`config.mk`:
```
export PLATFORM = sky130hd
export DESIGN_NAME = asa_noc_enc
export DESIGN_NICKNAME = d
export VERILOG_FILES = /design/src/rtl/asa_noc_enc_pkg.sv /design/src/rtl/asa_noc_enc_hdr_fifo.sv /design/src/rtl/asa_noc_enc.sv
export SDC_FILE = /design/constraint.sdc
export NUM_CORES = 1
export LEC_CHECK = 0
export ABC_CLOCK_PERIOD_IN_PS = 3050
export CORE_MARGIN = 3
export CORE_UTILIZATION = 40
export CTS_CLUSTER_DIAMETER = 150
export DETAILED_ROUTE_END_ITERATION = 12
export GPL_TIMING_DRIVEN = 0
export SLEW_MARGIN = 20
export SYNTH_ARGS = -nofsm -noshare
export SYNTH_HDL_FRONTEND = slang
export SYNTH_HIERARCHICAL = 1
export SYNTH_SLANG_ARGS = --single-unit
```
`constraint.sdc`:
```
create_clock -name clk_ctrl -period 3.05 [get_ports clk_ctrl]
set_input_delay 0.61 -clock clk_ctrl [delete_from_list [all_inputs] [get_ports clk_ctrl]]
set_output_delay 0.61 -clock clk_ctrl [all_outputs]
set_load 0.01 [all_outputs]
```
`src/rtl/asa_noc_enc_pkg.sv`:
```
// Shared ASA definitions: request/response messages, opcodes, and the
// packet geometry used by the NoC response encoder.
package asa_noc_enc_pkg;

    // ASA instruction opcodes
    localparam logic [3:0] ASA_GET  = 4'h0;
    localparam logic [3:0] ASA_PUT  = 4'h1;
    localparam logic [3:0] ASA_DEL  = 4'h2;
    localparam logic [3:0] ASA_ACK  = 4'h8;
    localparam logic [3:0] ASA_NACK = 4'h9;

    // NoC size code: payload is 2^size words
    localparam int ASA_SIZE_CODE = 3;
    localparam int ASA_PAY_BEATS = 1 << ASA_SIZE_CODE;
    localparam int ASA_CNT_W     = ASA_SIZE_CODE;
    localparam logic [ASA_CNT_W-1:0] ASA_LAST_BEAT = ASA_CNT_W'(ASA_PAY_BEATS - 1);

    localparam logic [3:0] ASA_KEEP_ALL  = 4'hF;
    localparam logic [3:0] ASA_KEEP_NONE = 4'h0;

    typedef struct packed {
        logic [3:0]  inst;
        logic [31:0] key;
        logic [63:0] data;
    } ASAReqMsg;

    typedef struct packed {
        logic [3:0]  inst;
        logic [31:0] key;
        logic [63:0] data;
    } ASARespMsg;

    typedef enum logic [1:0] {
        ENC_IDLE = 2'd0,
        ENC_HDR  = 2'd1,
        ENC_PAY  = 2'd2
    } asa_enc_state_e;

    // Payload word selected by the beat counter; words past the message are zero pad.
    function automatic logic [31:0] asa_pay_word(input ASARespMsg msg,
                                                 input logic [ASA_CNT_W-1:0] idx);
        logic [31:0] word_s;
        case (idx)
            3'd0:    word_s = {28'h0000000, msg.inst};
            3'd1:    word_s = msg.key;
            3'd2:    word_s = msg.data[63:32];
            3'd3:    word_s = msg.data[31:0];
            default: word_s = 32'h0000_0000;
        endcase
        return word_s;
    endfunction

endpackage

```
`src/rtl/asa_noc_enc_hdr_fifo.sv`:
```
// Small circular queue holding pre-built NoC response headers until the
// matching ASA response shows up. A push while full is dropped unless a
// pop happens in the same cycle, in which case the slot is reused.
module asa_hdr_fifo #(
    parameter int DEPTH = 2,
    parameter int WIDTH = 32
) (
    input  logic             clk,
    input  logic             rst_n,
    input  logic             push,
    input  logic [WIDTH-1:0] push_data,
    input  logic             pop,
    output logic [WIDTH-1:0] pop_data,
    output logic             full,
    output logic             empty,
    output logic             nonempty_next
);

    localparam int AW = $clog2(DEPTH);
    localparam int CW = AW + 1;

    logic [WIDTH-1:0] mem_r [DEPTH];
    logic [AW-1:0]    wr_ptr_r;
    logic [AW-1:0]    rd_ptr_r;
    logic [CW-1:0]    count_r;
    logic [CW-1:0]    count_next_s;
    logic             pop_ok_s;
    logic             push_ok_s;

    assign full      = (count_r == CW'(DEPTH));
    assign empty     = (count_r == '0);
    assign pop_data  = mem_r[rd_ptr_r];
    assign pop_ok_s  = pop && !empty;
    assign push_ok_s = push && (!full || pop_ok_s);
    assign nonempty_next = (count_next_s != '0);

    // Occupancy for the next cycle; push+pop together leave it unchanged.
    always_comb begin
        if (push_ok_s && !pop_ok_s) begin
            count_next_s = count_r + CW'(1);
        end else if (!push_ok_s && pop_ok_s) begin
            count_next_s = count_r - CW'(1);
        end else begin
            count_next_s = count_r;
        end
    end

    // Pointer, occupancy and storage update; pointers wrap naturally (power-of-two depth).
    always_ff @(posedge clk or negedge rst_n) begin
        if (!rst_n) begin
            wr_ptr_r <= '0;
            rd_ptr_r <= '0;
            count_r  <= '0;
            for (int i = 0; i < DEPTH; i++) begin
                mem_r[i] <= '0;
            end
        end else begin
            count_r <= count_next_s;
            if (push_ok_s) begin
                mem_r[wr_ptr_r] <= push_data;
                wr_ptr_r        <= wr_ptr_r + AW'(1);
            end
            if (pop_ok_s) begin
                rd_ptr_r <= rd_ptr_r + AW'(1);
            end
        end
    end

endmodule

```
`src/rtl/asa_noc_enc.sv`:
```
// ASA response -> NoC AXI-Stream encoder. Pairs each queued response
// header with the next ASA response and emits a 9-beat packet:
// header, inst, key, data hi, data lo, then zero pad to 8 payload words.
module asa_noc_enc
    import asa_noc_enc_pkg::*;
#(
    parameter int HDR_DEPTH = 2
) (
    input  logic        clk_ctrl,
    input  logic        clk_ctrl_rst_low,
    input  logic        header_in_vld,
    input  logic [31:0] header_in,
    input  logic        resp_val,
    input  ASARespMsg   resp_msg,
    output logic        resp_rdy,
    output logic        stream_out_TVALID,
    output logic [31:0] stream_out_TDATA,
    output logic [3:0]  stream_out_TKEEP,
    output logic        stream_out_TLAST,
    input  logic        stream_out_TREADY,
    output logic        hdr_overflow
);

    asa_enc_state_e       state_r;
    asa_enc_state_e       state_next_s;
    logic [ASA_CNT_W-1:0] cnt_r;
    logic [ASA_CNT_W-1:0] cnt_next_s;
    logic [ASA_CNT_W-1:0] cnt_inc_s;
    ASARespMsg            msg_r;
    ASARespMsg            msg_next_s;
    logic                 tvalid_r;
    logic                 tvalid_next_s;
    logic [31:0]          tdata_r;
    logic [31:0]          tdata_next_s;
    logic [3:0]           tkeep_r;
    logic [3:0]           tkeep_next_s;
    logic                 tlast_r;
    logic                 tlast_next_s;
    logic                 resp_rdy_r;
    logic                 resp_rdy_next_s;
    logic                 hdr_overflow_r;

    logic [31:0]          fifo_head_s;
    logic                 fifo_full_s;
    logic                 fifo_empty_s;
    logic                 fifo_nonempty_next_s;
    logic                 fifo_pop_s;
    logic                 hdr_drop_s;
    logic                 beat_done_s;

    asa_hdr_fifo #(
        .DEPTH (HDR_DEPTH),
        .WIDTH (32)
    ) u_hdr_fifo (
        .clk           (clk_ctrl),
        .rst_n         (clk_ctrl_rst_low),
        .push          (header_in_vld),
        .push_data     (header_in),
        .pop           (fifo_pop_s),
        .pop_data      (fifo_head_s),
        .full          (fifo_full_s),
        .empty         (fifo_empty_s),
        .nonempty_next (fifo_nonempty_next_s)
    );

    assign beat_done_s = tvalid_r && stream_out_TREADY;
    assign cnt_inc_s   = cnt_r + ASA_CNT_W'(1);
    assign hdr_drop_s  = header_in_vld && fifo_full_s && !fifo_pop_s;

    // Next-state and next-beat selection; every register holds unless a beat or accept occurs.
    always_comb begin
        state_next_s  = state_r;
        cnt_next_s    = cnt_r;
        msg_next_s    = msg_r;
        tvalid_next_s = tvalid_r;
        tdata_next_s  = tdata_r;
        tkeep_next_s  = tkeep_r;
        tlast_next_s  = tlast_r;
        fifo_pop_s    = 1'b0;
        case (state_r)
            ENC_IDLE: begin
                if (resp_val && resp_rdy_r && !fifo_empty_s) begin
                    fifo_pop_s    = 1'b1;
                    msg_next_s    = resp_msg;
                    tvalid_next_s = 1'b1;
                    tdata_next_s  = fifo_head_s;
                    tkeep_next_s  = ASA_KEEP_ALL;
                    tlast_next_s  = 1'b0;
                    cnt_next_s    = '0;
                    state_next_s  = ENC_HDR;
                end else begin
                    tvalid_next_s = 1'b0;
                    tdata_next_s  = 32'h0000_0000;
                    tkeep_next_s  = ASA_KEEP_NONE;
                    tlast_next_s  = 1'b0;
                end
            end
            ENC_HDR: begin
                if (beat_done_s) begin
                    cnt_next_s   = '0;
                    tdata_next_s = asa_pay_word(msg_r, '0);
                    tlast_next_s = 1'b0;
                    state_next_s = ENC_PAY;
                end else begin
                    state_next_s = ENC_HDR;
                end
            end
            ENC_PAY: begin
                if (beat_done_s) begin
                    if (cnt_r == ASA_LAST_BEAT) begin
                        cnt_next_s    = '0;
                        tvalid_next_s = 1'b0;
                        tdata_next_s  = 32'h0000_0000;
                        tkeep_next_s  = ASA_KEEP_NONE;
                        tlast_next_s  = 1'b0;
                        state_next_s  = ENC_IDLE;
                    end else begin
                        cnt_next_s   = cnt_inc_s;
                        tdata_next_s = asa_pay_word(msg_r, cnt_inc_s);
                        tlast_next_s = (cnt_inc_s == ASA_LAST_BEAT);
                    end
                end else begin
                    state_next_s = ENC_PAY;
                end
            end
            default: begin
                cnt_next_s    = '0;
                tvalid_next_s = 1'b0;
                tdata_next_s  = 32'h0000_0000;
                tkeep_next_s  = ASA_KEEP_NONE;
                tlast_next_s  = 1'b0;
                state_next_s  = ENC_IDLE;
            end
        endcase
    end

    // Ready for a response next cycle only when idle with a header waiting.
    always_comb begin
        if (state_next_s == ENC_IDLE) begin
            resp_rdy_next_s = fifo_nonempty_next_s;
        end else begin
            resp_rdy_next_s = 1'b0;
        end
    end

    // FSM state, beat counter, captured message and registered stream outputs.
    always_ff @(posedge clk_ctrl or negedge clk_ctrl_rst_low) begin
        if (!clk_ctrl_rst_low) begin
            state_r    <= ENC_IDLE;
            cnt_r      <= '0;
            msg_r      <= '0;
            tvalid_r   <= 1'b0;
            tdata_r    <= 32'h0000_0000;
            tkeep_r    <= ASA_KEEP_NONE;
            tlast_r    <= 1'b0;
            resp_rdy_r <= 1'b0;
        end else begin
            state_r    <= state_next_s;
            cnt_r      <= cnt_next_s;
            msg_r      <= msg_next_s;
            tvalid_r   <= tvalid_next_s;
            tdata_r    <= tdata_next_s;
            tkeep_r    <= tkeep_next_s;
            tlast_r    <= tlast_next_s;
            resp_rdy_r <= resp_rdy_next_s;
        end
    end

    // Sticky flag: a header was lost because the queue had no room.
    always_ff @(posedge clk_ctrl or negedge clk_ctrl_rst_low) begin
        if (!clk_ctrl_rst_low) begin
            hdr_overflow_r <= 1'b0;
        end else if (hdr_drop_s) begin
            hdr_overflow_r <= 1'b1;
        end else begin
            hdr_overflow_r <= hdr_overflow_r;
        end
    end

    assign resp_rdy          = resp_rdy_r;
    assign stream_out_TVALID = tvalid_r;
    assign stream_out_TDATA  = tdata_r;
    assign stream_out_TKEEP  = tkeep_r;
    assign stream_out_TLAST  = tlast_r;
    assign hdr_overflow      = hdr_overflow_r;

endmodule

```
## Word level (Yosys, flattened, before mapping)

Index checks and enable logic that the tools add are counted.

- Flip-flop bits (word level): 213
- Input bits: 137
- Output and inout bits: 40
- Word-level logic and storage cells: 102

- Add/subtract/negate cells: 5
- $lt $le $gt $ge: 3
- Equal/unequal tests: 12
- Multiplexer cells: 38
- Bitwise logic cells: 3
- Reductions and logical operators: 25

Operators with widths:

| kind | number |
|---|---|
| $mux W32 | 8 |
| $pmux W32 S4 | 1 |
| $pmux W32 S3 | 1 |
| $bwmux W64 | 1 |
| $demux W32 S1 | 1 |
| $mux W2 | 6 |
| $mux W3 | 4 |
| $mux W4 | 3 |
| $pmux W4 S3 | 1 |
| $logic_and A1 B1 Y1 | 10 |
| $pmux W3 S3 | 1 |
| $mux W1 | 8 |
| $ne A2 B2 Y1 const B | 4 |
| $eq A3 B2 Y1 const B | 2 |
| $eq A3 B3 Y1 const B | 2 |
| $logic_not A2 Y1 | 3 |
| $pmux W2 S3 | 1 |
| $reduce_and A3 Y1 | 2 |
| $logic_not A1 Y1 | 5 |
| $eq A2 B2 Y1 const B | 2 |
| $ge A2 B2 Y1 const B | 2 |
| $not A1 Y2 | 2 |
| $reduce_and A2 Y1 | 2 |
| $add A3 B1 Y3 const B | 1 |
| other kinds (12) | 13 |

## Logic depth before layout (Yosys ltp)

- Depth after elaboration: 14
- Mapped depth: 10
- Gate-level depth less buffers: 8

## Modules after synthesis

The synthesis kept the hierarchy.

Modules (own cells, without submodules):

| module | instances | cells an instance | area each (sq um) | sequential area each (sq um) |
|---|---|---|---|---|
| asa_noc_enc | 1 | 482 | 6368.6 | 3528.4 |
| asa_hdr_fifo | 1 | 199 | 3060.4 | 1701.6 |

## Worst setup path after synthesis

OpenSTA, ideal clock, no wires.

- Path type: register -> register
- Start: register u_hdr_fifo.count_r[0]
- End: register u_hdr_fifo/mem_r[53] (netlist bit)
- Library setup time: 0.125 ns
- Arrival time: 2.419 ns
- Required time: 2.925 ns
- Slack: 0.506 ns
- Cell stages (with the launch flop): 11
- Buffers on the path: 3
- Period minus slack after synthesis: 2.544 ns
- Path through: dfrtp_1 > inv_1 > ha_1 > nand3b_1 > nor3_1 > buf_2 > nand2b_4 > buf_6 > a211oi_4 > buf_6 > mux2_2

- Word-level cells in the longest chain between the ends: 8
- Elaborated cells between the ends (all ways): 10
- Classes of those cells: eq/ne (1); mux (2); reduce/logical (7)

RTL lines:

| item | RTL line | text |
|---|---|---|
| start: declaration | asa_noc_enc_hdr_fifo.sv:25 | `logic [CW-1:0] count_r;` |
| start signal: assignment | asa_noc_enc_hdr_fifo.sv:58 | `count_r <= count_next_s;` |
| $logic_not A2 Y1 | asa_noc_enc_hdr_fifo.sv:31 | `assign empty = (count_r == '0);` |
| net fifo_empty_s | asa_noc_enc.sv:45 | `logic fifo_empty_s;` |
| $logic_not A1 Y1 | asa_noc_enc.sv:82 | `if (resp_val && resp_rdy_r && !fifo_empty_s) begin` |
| $logic_and A1 B1 Y1 | asa_noc_enc.sv:82 |  |
| $mux W1 | asa_noc_enc.sv:82 |  |
| $mux W1 | asa_noc_enc.sv:80 | `case (state_r)` |
| net fifo_pop_s | asa_noc_enc.sv:47 | `logic fifo_pop_s;` |
| $logic_and A1 B1 Y1 | asa_noc_enc_hdr_fifo.sv:33 | `assign pop_ok_s = pop && !empty;` |
| $logic_or A1 B1 Y1 | asa_noc_enc_hdr_fifo.sv:34 | `assign push_ok_s = push && (!full \|\| pop_ok_s);` |
| $logic_and A1 B1 Y1 | asa_noc_enc_hdr_fifo.sv:34 |  |
| end signal: indexed assignment | asa_noc_enc_hdr_fifo.sv:60 | `mem_r[wr_ptr_r] <= push_data;` |
| end: declaration | asa_noc_enc_hdr_fifo.sv:22 | `logic [WIDTH-1:0] mem_r [DEPTH];` |

The timed path passes the listed nets, and every way through them passes these cells.
A chain may end at the register's enable or synchronous reset.

## Worst setup path in the final report

- Start: register u_hdr_fifo.count_r[0]
- End: register u_hdr_fifo/mem_r[37] (netlist bit)

Same word-level chain as after synthesis.

==> results by group <==
Status
  – Status: completed

Timing
  – Final hold violations: 0
  – # setup viols final: 0
  – Setup TNS: 0 ns
  – Actual slew at the worst max-slew pin: 0.6922 ns
  – Max Slew Vio Count: 0
  – Fin Hold WS: between 0.4 and 0.5 ns
  – Fin crit period: 2.898 ns
  – Fmax achieved: between 300 and 400 MHz
  – Setup Skew: approximately 0.016 ns
  – Max-Slew Margin vs Limit: between 50% and 60%
  – Final worst slack: between 0.15 and 0.2 ns
  – Final Cycle Share: 95.03%

Floorplanning
  – Horiz. Die Dim: 159.5 µm
  – Core ar.: 22,920 µm²
  – Top Ports: 177
  – Initial Util: about 41%
  – Num rows: 55
  – Height of the die: between 150 and 200 µm
  – Die Area: about 25,000 µm²

Power and ir drop
  – Cell Pwr Density: roughly 1000 nW/µm²
  – Pwr Total: 12.72 mW
  – Peak VDD IR: 0.3787 mV
  – LEAKAGE: approximately 5.1 nW

Global route
  – First-pass GRT wire length: just over 40 mm
  – Vias in the first global route: about 7k
  – Largest net degree at the start of global routing: between 90 and 100
  – Total track usage: between 10% and 20%
  – Initial antenna violation count: 1
  – GRT overflow: 0

Synth
  – Sequential share of the synthesized area: a little under three fifths
  – Post-Synth Simple-Gate Area: under 10%
  – Main combinational cell family by area after synthesis: multiplexers
  – Area share of the largest cell type after synthesis: between 50% and 60%
  – Number of distinct library cells after synthesis: 45
  – Synth Register Bits: 209
  – Synth area leaders: dfrtp_1 (55%), mux2_2 (23%), nand3_1 (3.4%)
  – Async SR Flop Fraction: 100.0%
  – Synth Instances: just under 700
  – Commonest cells in the netlist: dfrtp_1 (209), mux2_2 (192), nand3_1 (64), a222oi_1 (28), clkbuf_1 (27)
  – Top-count cell post-synth: dfrtp_1
  – Synth warn: 6
  – Cell Area, Synth: roughly 9400 µm²
  – Mux contribution to synthesized area: about a quarter
  – Synth Area in Compound Gates: about 9.9%
  – Synth Area in Adders: about 1.1%
  – Syn_area_per_cell: 13.85 µm²
  – Post-synth EDFFs: 0
  – Synth Flop Type: dfrtp_1
  – Post-Synth XOR/XNOR Area: less than 1%
  – Syn_nets: roughly 830
  – Synth area leader: dfrtp_1

Setup path
  – Buf/Inv on CP: 4
  – Startpoint types: flip-flop
  – CP peak stage delay: 0.41 ns
  – Worst Setup EP: u_hdr_fifo/mem_r[37]
  – CP top delay family: buffers and inverters
  – Maximum fanout along the worst path: 11
  – CP arrival: approximately 3.3 ns
  – Setup CP Type: flip-flop to flip-flop
  – Crit path top cell by count: buf_6
  – Worst R2R End: u_hdr_fifo/mem_r[37]
  – Endpoint class of the critical path: flip-flop
  – Worst Path Required: between 3 and 4 ns
  – R2R Setup Slk: 0.15 ns
  – Worst Setup SP: u_hdr_fifo/count_r[0]
  – R2R depth: 10
  – Reg2reg start: u_hdr_fifo/count_r[0]
  – Worst path slowest cell: a211oi_4
  – WP depth: 10
  – Crit-path cells: inv_1 > ha_1 > nand3b_1 > nor3_4 > buf_4 > nand2b_4 > buf_6 > a211oi_4 > buf_6 > mux2_2

Cells and area
  – Final nets: 1,031
  – FILL cells: about 1.9k
  – Register area: about 5200 µm²
  – Layout cells sized above 1: 31.37%
  – Diodes inserted: 0
  – Design area: 12,440 µm²
  – Non-Filler Instances: approximately 1.2k
  – Final core utilization: between 50 and 60%
  – Multi-input logic area: approximately 3800 µm²
  – P&R area growth vs syn: 31.93%

Detailed routing
  – Vias post-DR: 6,582
  – Final WL: roughly 25 mm
  – DRC viols: 0
  – Routed Antenna Nets: 0
  – Starting DRT DRC Count: 456
  – Wire per inst: 21.02 µm
  – Routed vias/inst: roughly 5.4
  – DR pass1 iterations: 6

Clock tree
  – Worst-Skew Late Latency: just over 0.5 ns
  – Clock Path Buffers: 3
  – CTS tree: done
  – Clock Root Buffer: clkbuf_16
  – Clock transition at path regs: roughly 0.060 ns
  – Num CTS Buffers: 24
  – Max H-tree Level: 1
  – CTS sink count: ~210

Place
  – Hpwl dp: a little under 20 mm
  – Post-Place Worst Slack: -0.4586 ns
  – Gpl congestion: approximately 0.87
  – DP Area: ~12,000 µm²
  – Inst Count DP: around 1.2k
  – Port buffer count: between 150 and 200

Worst hold path
  – Worst hold path depth: 1
  – HP Class: flip-flop to flip-flop

Run
  – Max_cap viols: 0
## cells by family after synthesis
group,Yosys count
flip-flops,209
multiplexers,200
AO/OA/AOI/OAI,99
AND/OR/NAND/NOR,92
buffers and inverters,69
adder cells (fa/ha/maj),8
XOR/XNOR,4
## cell type report
class,count,share of cell area (%)
Clock buffer,33,5.502
Sequential cell,209,42.04
Inverter,7,0.2112
Multi-Input combinational cell,403,30.77
Clock inverter,6,0.7343
Timing Repair Buffer,179,14.71
Buffer,62,2.887
Tap cell,313,3.148
## power breakdown
| part | internal, mW | switching [mW] |
|---|---|---|
| sequential | 4.12 | 0.750 |
| clock | 1.72 | 1.10 |
| combinational | 2.65 | 2.38 |
| total | 8.49 | 4.23 |
## worst min-delay path by stage
stage | to | slack [ns] | start
CTS | hdr_overflow | 0.48 | hdr_overflow
detailed placement | hdr_overflow | 0.46 | hdr_overflow
global route | u_hdr_fifo/mem_r[29] | 0.51 | u_hdr_fifo/mem_r[29]
global placement | hdr_overflow | 0.46 | hdr_overflow
floorplan | cnt_r[0] | 0.31 | clk_ctrl_rst_low
finish | hdr_overflow | 0.48 | hdr_overflow
## registers in the layout (all words and copies together), names as in the netlist
| name | count |
|---|---|
| msg_r | 100 |
| u_hdr_fifo/mem_r | 64 |
| stream_out_TDATA | 32 |
| cnt_r | 3 |
| state_r | 2 |
| u_hdr_fifo/count_r | 2 |
| hdr_overflow | 1 |
| resp_rdy | 1 |
| stream_out_TKEEP | 1 |
| stream_out_TLAST | 1 |
| u_hdr_fifo/rd_ptr_r | 1 |
| u_hdr_fifo/wr_ptr_r | 1 |
## timing repair
| action | in CTS | in global routing |
|---|---|---|
| buffers inserted | 0 | 1 |
| endpoints found under the hold margin | 27 | 0 |
| hold buffers | 1 | 0 |
| gates resized for setup | 2 | 1 |
| setup endpoints to repair | 62 | 39 |
## worst reg2reg max path: cells and delay by family (launching register included)
family,cells,cell delay (ns)
AOI/OAI and AO/OA,1,0.41
and+or+nand+nor,3,0.64
DFF,1,0.40
adders and majority gates,1,0.24
muxes,1,0.35
buffers and inverters,4,0.75
## routing by layer
layer	wire length (µm)	global-route usage, %
met1	11160	26.87
met2	12420	33.02
met3	1328	3.538
met4	552	4.735
met5	13	0
## cell usage in the layout (no fill, tap or decap), drive strengths merged, types with 3 or more instances in the layout
cell           instances
a221oi                 4
buf                   39
o221ai                 4
o21ai                  3
o311ai                28
a21boi                 4
clkbuf                60
o211ai                 3
a21oi                  9
clkinv                 4
ha                     8
dfrtp                209
nand2                 12
inv                    7
nor2b                  4
a32oi                  4
a222oi                28
nand3                 64
mux2                 197
a22o                   5
clkdlybuf4s50        174
Note: power is estimated with default switching activity, not from simulation.
